## config.mk

```make
export PLATFORM = sky130hd
export DESIGN_NAME = cache_refill_flat
export DESIGN_NICKNAME = d
export VERILOG_FILES = /design/src/rtl/cache_refill_pkg.sv /design/src/rtl/cache_refill_if.sv /design/src/rtl/cache_refill.sv /design/src/flat_wrapper.sv
export SDC_FILE = /design/constraint.sdc
export NUM_CORES = 1
export LEC_CHECK = 0
export ABC_AREA = 1
export BUFFER_PORTS_ARGS = -buffer_cell sky130_fd_sc_hd__buf_4
export CORE_MARGIN = 2
export CORE_UTILIZATION = 53
export DETAILED_ROUTE_END_ITERATION = 16
export PLACE_DENSITY = 0.88
export SKIP_LAST_GASP = 1
export SYNTH_ARGS = -nofsm -noshare
export SYNTH_HDL_FRONTEND = slang
export SYNTH_SLANG_ARGS = --single-unit
```

## constraint.sdc

```tcl
create_clock -name clk -period 10.8 [get_ports clk]
set_input_delay 1.08 -clock clk [delete_from_list [all_inputs] [get_ports clk]]
set_output_delay 1.08 -clock clk [all_outputs]
set_load 0.005 [all_outputs]
```

## src/rtl/cache_refill_pkg.sv

```systemverilog
// cache_refill_pkg: FSM state encodings and default widths shared by the refill path and the cache.
package cache_refill_pkg;
    localparam int XLEN_DEF = 32;
    localparam int BYTE_OFFSET_DEF = 2;
    localparam logic [1:0] IDLE = 2'd0;
    localparam logic [1:0] MEM_REQ = 2'd1;
    localparam logic [1:0] MEM_WAIT = 2'd2;
endpackage

```

## src/rtl/cache_refill_if.sv

```systemverilog
// cache_refill_if: CPU, cache lookup/update and memory bus signals of the refill block; slave is the block itself.
interface cache_refill_if import cache_refill_pkg::*; #(parameter int XLEN = XLEN_DEF);
    logic            req_valid, req_ready, req_we;
    logic [XLEN-1:0] req_addr, req_wdata;
    logic            resp_valid;
    logic [XLEN-1:0] resp_data;
    logic [XLEN-1:0] cache_addr, cache_data;
    logic            cache_hit;
    logic            update;
    logic [XLEN-1:0] update_addr, update_data;
    logic            mem_valid, mem_ready, mem_we, mem_rvalid;
    logic [XLEN-1:0] mem_addr, mem_wdata, mem_rdata;
    modport master (
        output req_valid, req_we, req_addr, req_wdata, cache_hit, cache_data, mem_ready, mem_rvalid, mem_rdata,
        input  req_ready, resp_valid, resp_data, cache_addr, update, update_addr, update_data,
               mem_valid, mem_we, mem_addr, mem_wdata
    );
    modport slave (
        input  req_valid, req_we, req_addr, req_wdata, cache_hit, cache_data, mem_ready, mem_rvalid, mem_rdata,
        output req_ready, resp_valid, resp_data, cache_addr, update, update_addr, update_data,
               mem_valid, mem_we, mem_addr, mem_wdata
    );
endinterface

```

## src/rtl/cache_refill.sv

```systemverilog
// cache_refill: single-outstanding miss handler, write-through/write-allocate, with update-bus forwarding.
// Define CACHE_REFILL_STATS_EN to add hit_count/miss_count load counters.
module cache_refill import cache_refill_pkg::*; #(
    parameter int XLEN = XLEN_DEF,
    parameter int BYTE_OFFSET = BYTE_OFFSET_DEF
) (
    input logic clk,
    input logic rst,
    cache_refill_if.slave bus
`ifdef CACHE_REFILL_STATS_EN
    ,
    output logic [31:0] hit_count,
    output logic [31:0] miss_count
`endif
);
    logic [1:0]      state_q, state_d;
    logic [XLEN-1:0] addr_q, addr_d, wdata_q, wdata_d, resp_data_q, resp_data_d;
    logic [XLEN-1:0] update_addr_q, update_addr_d, update_data_q, update_data_d;
    logic            we_q, we_d, resp_valid_q, resp_valid_d, update_q, update_d;
    logic            accept, fwd, hit;
    logic [XLEN-1:0] req_word, hit_data;

    assign req_word = {bus.req_addr[XLEN-1:BYTE_OFFSET], {BYTE_OFFSET{1'b0}}};
    assign accept = bus.req_valid && state_q == IDLE;
    // The cache sees an update one edge late, so a word being written this cycle is served from the update bus.
    assign fwd = update_q && req_word == update_addr_q;
    assign hit = fwd || bus.cache_hit;
    assign hit_data = fwd ? update_data_q : bus.cache_data;

    always_comb begin
        state_d = state_q;
        addr_d = addr_q;
        wdata_d = wdata_q;
        we_d = we_q;
        resp_valid_d = 1'b0;
        resp_data_d = resp_data_q;
        update_d = 1'b0;
        update_addr_d = update_addr_q;
        update_data_d = update_data_q;
        case (state_q)
            IDLE: if (accept) begin
                if (bus.req_we || !hit) begin
                    state_d = MEM_REQ;
                    addr_d = req_word;
                    we_d = bus.req_we;
                    wdata_d = bus.req_we ? bus.req_wdata : '0;
                end else begin
                    resp_valid_d = 1'b1;
                    resp_data_d = hit_data;
                end
            end
            MEM_REQ: if (bus.mem_ready) begin
                state_d = we_q ? IDLE : MEM_WAIT;
                if (we_q) begin
                    resp_valid_d = 1'b1;
                    resp_data_d = '0;
                    update_d = 1'b1;
                    update_addr_d = addr_q;
                    update_data_d = wdata_q;
                end
            end
            MEM_WAIT: if (bus.mem_rvalid) begin
                state_d = IDLE;
                resp_valid_d = 1'b1;
                resp_data_d = bus.mem_rdata;
                update_d = 1'b1;
                update_addr_d = addr_q;
                update_data_d = bus.mem_rdata;
            end
            default: state_d = IDLE;
        endcase
    end

    always_ff @(posedge clk or posedge rst) begin
        if (rst) begin
            state_q <= IDLE;
            addr_q <= '0;
            wdata_q <= '0;
            we_q <= 1'b0;
            resp_valid_q <= 1'b0;
            resp_data_q <= '0;
            update_q <= 1'b0;
            update_addr_q <= '0;
            update_data_q <= '0;
        end else begin
            state_q <= state_d;
            addr_q <= addr_d;
            wdata_q <= wdata_d;
            we_q <= we_d;
            resp_valid_q <= resp_valid_d;
            resp_data_q <= resp_data_d;
            update_q <= update_d;
            update_addr_q <= update_addr_d;
            update_data_q <= update_data_d;
        end
    end

    assign bus.req_ready = state_q == IDLE;
    assign bus.resp_valid = resp_valid_q;
    assign bus.resp_data = resp_data_q;
    assign bus.cache_addr = state_q == IDLE ? bus.req_addr : addr_q;
    assign bus.update = update_q;
    assign bus.update_addr = update_addr_q;
    assign bus.update_data = update_data_q;
    assign bus.mem_valid = state_q == MEM_REQ;
    assign bus.mem_we = we_q;
    assign bus.mem_addr = addr_q;
    assign bus.mem_wdata = wdata_q;

`ifdef CACHE_REFILL_STATS_EN
    logic [31:0] hit_count_q, hit_count_d, miss_count_q, miss_count_d;

    always_comb begin
        hit_count_d = hit_count_q + {31'd0, accept && !bus.req_we && hit};
        miss_count_d = miss_count_q + {31'd0, accept && !bus.req_we && !hit};
    end

    always_ff @(posedge clk or posedge rst) begin
        if (rst) begin
            hit_count_q <= '0;
            miss_count_q <= '0;
        end else begin
            hit_count_q <= hit_count_d;
            miss_count_q <= miss_count_d;
        end
    end

    assign hit_count = hit_count_q;
    assign miss_count = miss_count_q;
`endif
endmodule

```

## src/flat_wrapper.sv

```systemverilog
// flat-port wrapper written by rule: the top's interface ports become plain ports
module cache_refill_flat import cache_refill_pkg::*;
#(
    parameter int XLEN = XLEN_DEF,
    parameter int BYTE_OFFSET = BYTE_OFFSET_DEF
)
  (clk, rst, bus_req_valid, bus_req_we, bus_req_addr, bus_req_wdata, bus_cache_hit, bus_cache_data, bus_mem_ready, bus_mem_rvalid, bus_mem_rdata, bus_req_ready, bus_resp_valid, bus_resp_data, bus_cache_addr, bus_update, bus_update_addr, bus_update_data, bus_mem_valid, bus_mem_we, bus_mem_addr, bus_mem_wdata);
  cache_refill_if #(.XLEN(XLEN)) bus_i ();
  input logic clk;
  input logic rst;
  input wire logic [$bits(bus_i.req_valid)-1:0] bus_req_valid;
  input wire logic [$bits(bus_i.req_we)-1:0] bus_req_we;
  input wire logic [$bits(bus_i.req_addr)-1:0] bus_req_addr;
  input wire logic [$bits(bus_i.req_wdata)-1:0] bus_req_wdata;
  input wire logic [$bits(bus_i.cache_hit)-1:0] bus_cache_hit;
  input wire logic [$bits(bus_i.cache_data)-1:0] bus_cache_data;
  input wire logic [$bits(bus_i.mem_ready)-1:0] bus_mem_ready;
  input wire logic [$bits(bus_i.mem_rvalid)-1:0] bus_mem_rvalid;
  input wire logic [$bits(bus_i.mem_rdata)-1:0] bus_mem_rdata;
  output wire logic [$bits(bus_i.req_ready)-1:0] bus_req_ready;
  output wire logic [$bits(bus_i.resp_valid)-1:0] bus_resp_valid;
  output wire logic [$bits(bus_i.resp_data)-1:0] bus_resp_data;
  output wire logic [$bits(bus_i.cache_addr)-1:0] bus_cache_addr;
  output wire logic [$bits(bus_i.update)-1:0] bus_update;
  output wire logic [$bits(bus_i.update_addr)-1:0] bus_update_addr;
  output wire logic [$bits(bus_i.update_data)-1:0] bus_update_data;
  output wire logic [$bits(bus_i.mem_valid)-1:0] bus_mem_valid;
  output wire logic [$bits(bus_i.mem_we)-1:0] bus_mem_we;
  output wire logic [$bits(bus_i.mem_addr)-1:0] bus_mem_addr;
  output wire logic [$bits(bus_i.mem_wdata)-1:0] bus_mem_wdata;
  assign bus_i.req_valid = bus_req_valid;
  assign bus_i.req_we = bus_req_we;
  assign bus_i.req_addr = bus_req_addr;
  assign bus_i.req_wdata = bus_req_wdata;
  assign bus_i.cache_hit = bus_cache_hit;
  assign bus_i.cache_data = bus_cache_data;
  assign bus_i.mem_ready = bus_mem_ready;
  assign bus_i.mem_rvalid = bus_mem_rvalid;
  assign bus_i.mem_rdata = bus_mem_rdata;
  assign bus_req_ready = bus_i.req_ready;
  assign bus_resp_valid = bus_i.resp_valid;
  assign bus_resp_data = bus_i.resp_data;
  assign bus_cache_addr = bus_i.cache_addr;
  assign bus_update = bus_i.update;
  assign bus_update_addr = bus_i.update_addr;
  assign bus_update_data = bus_i.update_data;
  assign bus_mem_valid = bus_i.mem_valid;
  assign bus_mem_we = bus_i.mem_we;
  assign bus_mem_addr = bus_i.mem_addr;
  assign bus_mem_wdata = bus_i.mem_wdata;
  cache_refill #(.XLEN(XLEN), .BYTE_OFFSET(BYTE_OFFSET)) u_core (.clk(clk), .rst(rst), .bus(bus_i));
endmodule
```

After elaboration in Yosys (flattened, before gate mapping):

Cells that the tools add are included.

* flip-flop bits (word level): 163
* output and inout bits: 197
* logic and storage cells: 59

* eq/ne operators: 9
* muxes and demuxes: 29
* reduce and logical (&&, ||, !) cells: 12

Operators with widths (number)
* $mux 32: 13
* $pmux 32 s2: 2
* $pmux 32 s3: 1
* $eq 32x32->1: 1
* $mux 2: 5
* $reduce_and 4->1: 2
* $ne 2x1->1 const B: 3
* $ne 2x2->1 const B: 3
* $pmux 2 s3: 1
* $reduce_and 6->1: 1
* $mux 1: 5
* $pmux 1 s3: 1
* $reduce_and 3->1: 1
* $reduce_bool 3->1: 1
* $eq 2x1->1 const B: 1
* $eq 2x2->1 const B: 1
* $logic_and 1x1->1: 2
* $logic_not 2->1: 1
* $logic_or 1x1->1: 2
* $pmux 1 s2: 1
* $reduce_bool 2->1: 1
* $logic_not 1->1: 1

Longest topological paths before layout:

* depth after elaboration: 8
* gate-level depth with buffers: 17

Worst setup path after synthesis:

Ideal clock, no wire load.

* path kind: input-to-reg
* from: input bus_req_addr[21]
* to: register u_core.resp_data_q[0] (netlist: u_core.bus.resp_data[0])
* data arrival time: 2.390 ns
* setup slack: 8.293 ns
* stages on the path: 16
* path buffers: 1
* cells stage by stage: inv_1 > nand2_1 > nand2_1 > inv_1 > nand2_1 > nor2_1 > nand2_1 > nor2_4 > nand2_4 > nand2_2 > nand3_1 > nand2_1 > nand2_1 > buf_2 > nand2_1 > nand2_1

* word-level cells in the longest chain between the ends: 7
* elaborated cells between the ends (all ways): 11
* classes of those cells: eq/ne: 2; mux: 4; reduce/logical: 5

RTL lines
* from (decl): RTL line flat_wrapper.sv:13 `input wire logic [$bits(bus_i.req_addr)-1:0] bus_req_addr;`
* $eq 32x32->1 (*): RTL line cache_refill.sv:26 `assign fwd = update_q && req_word == update_addr_q;`
* $logic_and 1x1->1 (*): RTL line cache_refill.sv:26
* $logic_or 1x1->1: RTL line cache_refill.sv:27 `assign hit = fwd || bus.cache_hit;`
* $logic_not 1->1: RTL line cache_refill.sv:42 `if (bus.req_we || !hit) begin`
* $logic_or 1x1->1: RTL line cache_refill.sv:42
* $ne 2x2->1 (no source line)
* $reduce_and 6->1 (no source line)
* to (signal assigned): RTL line cache_refill.sv:91 `resp_data_q <= resp_data_d;`
* to (decl): RTL line cache_refill.sv:17 `logic [XLEN-1:0] addr_q, addr_d, wdata_q, wdata_d, resp_data_q, resp_data_d;`

Every way passes the cells marked *; elsewhere a longest branch is shown, timed or not. The select of a mux whose other input is x is not followed.
A chain may end at the register's enable or synchronous reset.

Final worst setup path:

* from: input bus_req_addr[14]
* to: register u_core.resp_data_q[9] (netlist: u_core.bus.resp_data[9])

Same word-level chain as after synthesis.

==> results_dict.tcl <==
set metrics [dict create \
    grt_max_degree 97 \
    end_kind "flop" \
    postSynthAreaPerCell_um2 7.25 \
    cts.clk_slew.worst_paths_ns 0.06 \
    fin_area_mm2 0.0116 \
    clk_path_buf_depth 2 \
    yosysTopAreaCell "dfrtp_1" \
    post-route-min-period_ns 5.41 \
    powerDensity_mw_per_mm2 287 \
    rows 46 \
    die_x_um 130 \
    vias 8976 \
    layout.cells.non_filler 1678 \
    synthTopCellsByArea "dfrtp_1 (48%), nand2_1 (16%), nand3_1 (9.6%), o21ai_0 (9.6%), inv_1 (7.0%)" \
    area_growth_pct 36.5 \
    status "finished, final reports clean" \
    boundaryPins 332 \
    finalWirelength_mm 28.1 \
    max_slew_margin_pct 20.2 \
    pre_cts_ws_ns 5.01 \
    setup_ws_ns 5.39 \
    finalMaxSlewViolations 0 \
    postPlaceCellArea_mm2 0.0109 \
    netlist_area_mm2 0.00847 \
    die_h_um 130 \
    criticalPathCategory "in -> reg" \
    grt.overflow.total 0 \
    grt_pass1_wl_mm 43.6 \
    synth_fa_ha_area_share_pct 0.591 \
    drive_above_1_share_pct 26.9 \
    first_global_vias 8519 \
    synthSimpleGateAreaFrac_pct 27.5 \
    synth_top_family_by_area "simple AND/OR/NAND/NOR gates" \
    tightest_slew_ns 1.19 \
    ys_types 29 \
    final_hold_viol_count 0 \
    firstDrtPassIters 5 \
    power.leakage_nw 6.21 \
    yosysWarnings 0 \
    portBuffers 327 \
    vdd_drop_max_v 0.000173 \
    dp_cells 1646 \
    period_share_pct 50.1 \
    via_per_inst 5.35 \
    tns_ns 0 \
    drc 0 \
    antenna_left 0 \
    cts_tree "built" \
    holdCritPathClass "reg -> reg" \
    hold-worst-slack_ns 0.479 \
    synthXorXnorAreaFrac_pct 0.828 \
    drt_iter0_drc 968 \
    insertion_delay_ns 0.43 \
    worstPathArrival_ns 5.71 \
    yosys.area.top_type_share_pct 47.6 \
    rsz0062_at_grt "no" \
    synth_seq_cells 161 \
    cts_hold_buf 0 \
    path_max_fanout 33 \
    synth-seq-area-share_pct 47.6 \
    start_util_pct 53.7 \
    fin_nets 1588 \
    dieArea_mm2 0.0170 \
    maxCapViolCount 0 \
    cts_sinks 161 \
    synth-compound-area-share_pct 11.9 \
    wl_per_cell_um 16.7 \
    diodes 0 \
    fin_skew_ns 0.0146 \
    track_usage_pct 33.1 \
    timing.fmax_mhz 185 \
    synthCells 1168 \
    dpl.hpwl_mm 19.4 \
    cts_made_buffers 17 \
    cts_resized 0 \
    muxShareOfSynthArea_pct 0 \
    design.core.area_mm2 0.0158 \
    cts-root-buf "clkbuf_16" \
    cp.required_ns 11.09 \
    setup_viol 0 \
    antenna_found_initial 0 \
    gp_congestion 0.929 \
    cp-start-kind "input pin" \
    post_cts_buffers 0 \
    cts_htree_levels 4 \
]
cells by family (layout without fill, tap and decap cells):
kind of cell | count (synthesis) | after routing
buf+inv | 247 | 538
xor+xnor | 8 | 8
compound gates | 191 | 191
fa+ha+maj | 4 | 4
simple gates | 556 | 556
flops | 161 | 161
other cells | 1 | 4
sequential cells by signal, summed over array words and instances (netlist names):
signal / count
u_core.bus.mem_wdata: 32
u_core.bus.update_addr: 30
u_core.bus.resp_valid: 1
u_core.bus.resp_data: 32
u_core.bus.mem_we: 1
u_core.bus.mem_addr: 30
u_core.bus.update: 1
u_core.state_q: 2
u_core.bus.update_data: 32
layout make-up:
| class | count | area [um2] |
|---|---|---|
| clock inverters | 12 | 155 |
| inverters | 171 | 647 |
| multi-input cells | 763 | 3480 |
| well taps | 216 | 270 |
| flip-flops and latches | 161 | 4030 |
| repair buffers | 335 | 2510 |
| fillers | 1249 | 4210 |
| clock buffers | 20 | 467 |
cells in the mapped netlist (all sizes together):
cell,instances
nand2,365
o21ai,176
inv,166
nand3,163
dfrtp,161
clkbuf,50
buf,26
nor2,24
a21oi,10
xnor2,8
clkinv,5
ha,4
nor3,2
o22ai,2
a21boi,1
a31oi,1
a32o,1
conb,1
nand3b,1
nand4,1
power by group:
part / leakage, nW / total, mW / internal, mW / switching (mW)
combinational: 3.87 / 1.60 / 0.692 / 0.907
clock: 0.302 / 0.639 / 0.383 / 0.256
sequential: 2.04 / 1.08 / 0.873 / 0.206
routing by layer:
| layer | part of all wire, % | track usage [%] | up-vias |
|---|---|---|---|
| li1 | - | - | 4216 |
| met1 | 39 | 41.7 | 4182 |
| met2 | 48 | 54.0 | 490 |
| met3 | 8.8 | 8.51 | 88 |
| met4 | 4.6 | 15.5 | 0 |
| met5 | 0 | 0 | - |
layout by cell type, fill, tap and decap left out, types with 2 or more instances in the layout:
master      netlist  final
a21oi_1          10     10
buf_4             4    335
bufinv_16         0      3
clkbuf_16         0     17
clkbuf_8          0      3
clkinv_1          5      5
clkinv_2          0      3
clkinv_4          0      3
clkinvlp_4        0      2
conb_1            1      4
dfrtp_1         161    161
ha_1              4      3
inv_1           158    157
inv_2             8      8
inv_6             0      2
nand2_1         363    363
nand3_1         163    163
nor2_1           22     22
nor2_4            2      2
nor3_2            0      2
o21ai_0         162    162
o21ai_1           5      5
o21ai_2           9      9
o22ai_1           2      2
xnor2_1           8      8
critical path, cell delays in order:
cell and delay (ns):
buf_4 0.12, xnor2_1 0.28, nand2_1 0.12, nor2_1 0.12, nand2_1 0.09, nor2_4 0.72, nand2_4 0.46, nand2_2 0.22
nand3_1 0.13, nand2_1 0.92, nand2_1 1.04, nand2_1 0.30, nand2_1 0.09
path summary, 6_finish.rpt:
kind	depth (start not counted)	slack (ns)	from	end
worst max register to register	12	5.74	u_core.bus.update_addr[14]$_DFFE_PP0P_	u_core.bus.resp_data[9]$_DFFE_PP0P_
max in group asynchronous	3	8.54	rst	u_core.bus.resp_data[22]$_DFFE_PP0P_
min in group asynchronous	2	0.81	rst	u_core.bus.update_addr[7]$_DFFE_PP0P_
worst max-delay path	13	5.39	bus_req_addr[14]	u_core.bus.resp_data[9]$_DFFE_PP0P_
worst min register to register	2	0.48	u_core.bus.resp_data[31]$_DFFE_PP0P_	u_core.bus.resp_data[31]$_DFFE_PP0P_
worst min-delay path	2	0.48	u_core.bus.resp_data[31]$_DFFE_PP0P_	u_core.bus.resp_data[31]$_DFFE_PP0P_
stage by stage:
step	util [%]	total power [mW]
after CTS	73.3	3.31
final	73.3	3.32
after detailed placement	69.4	2.67
after global placement	69.4	2.61
after floorplan	-	1.86
after global routing	73.3	3.56
(Power assumes the default switching activity.)
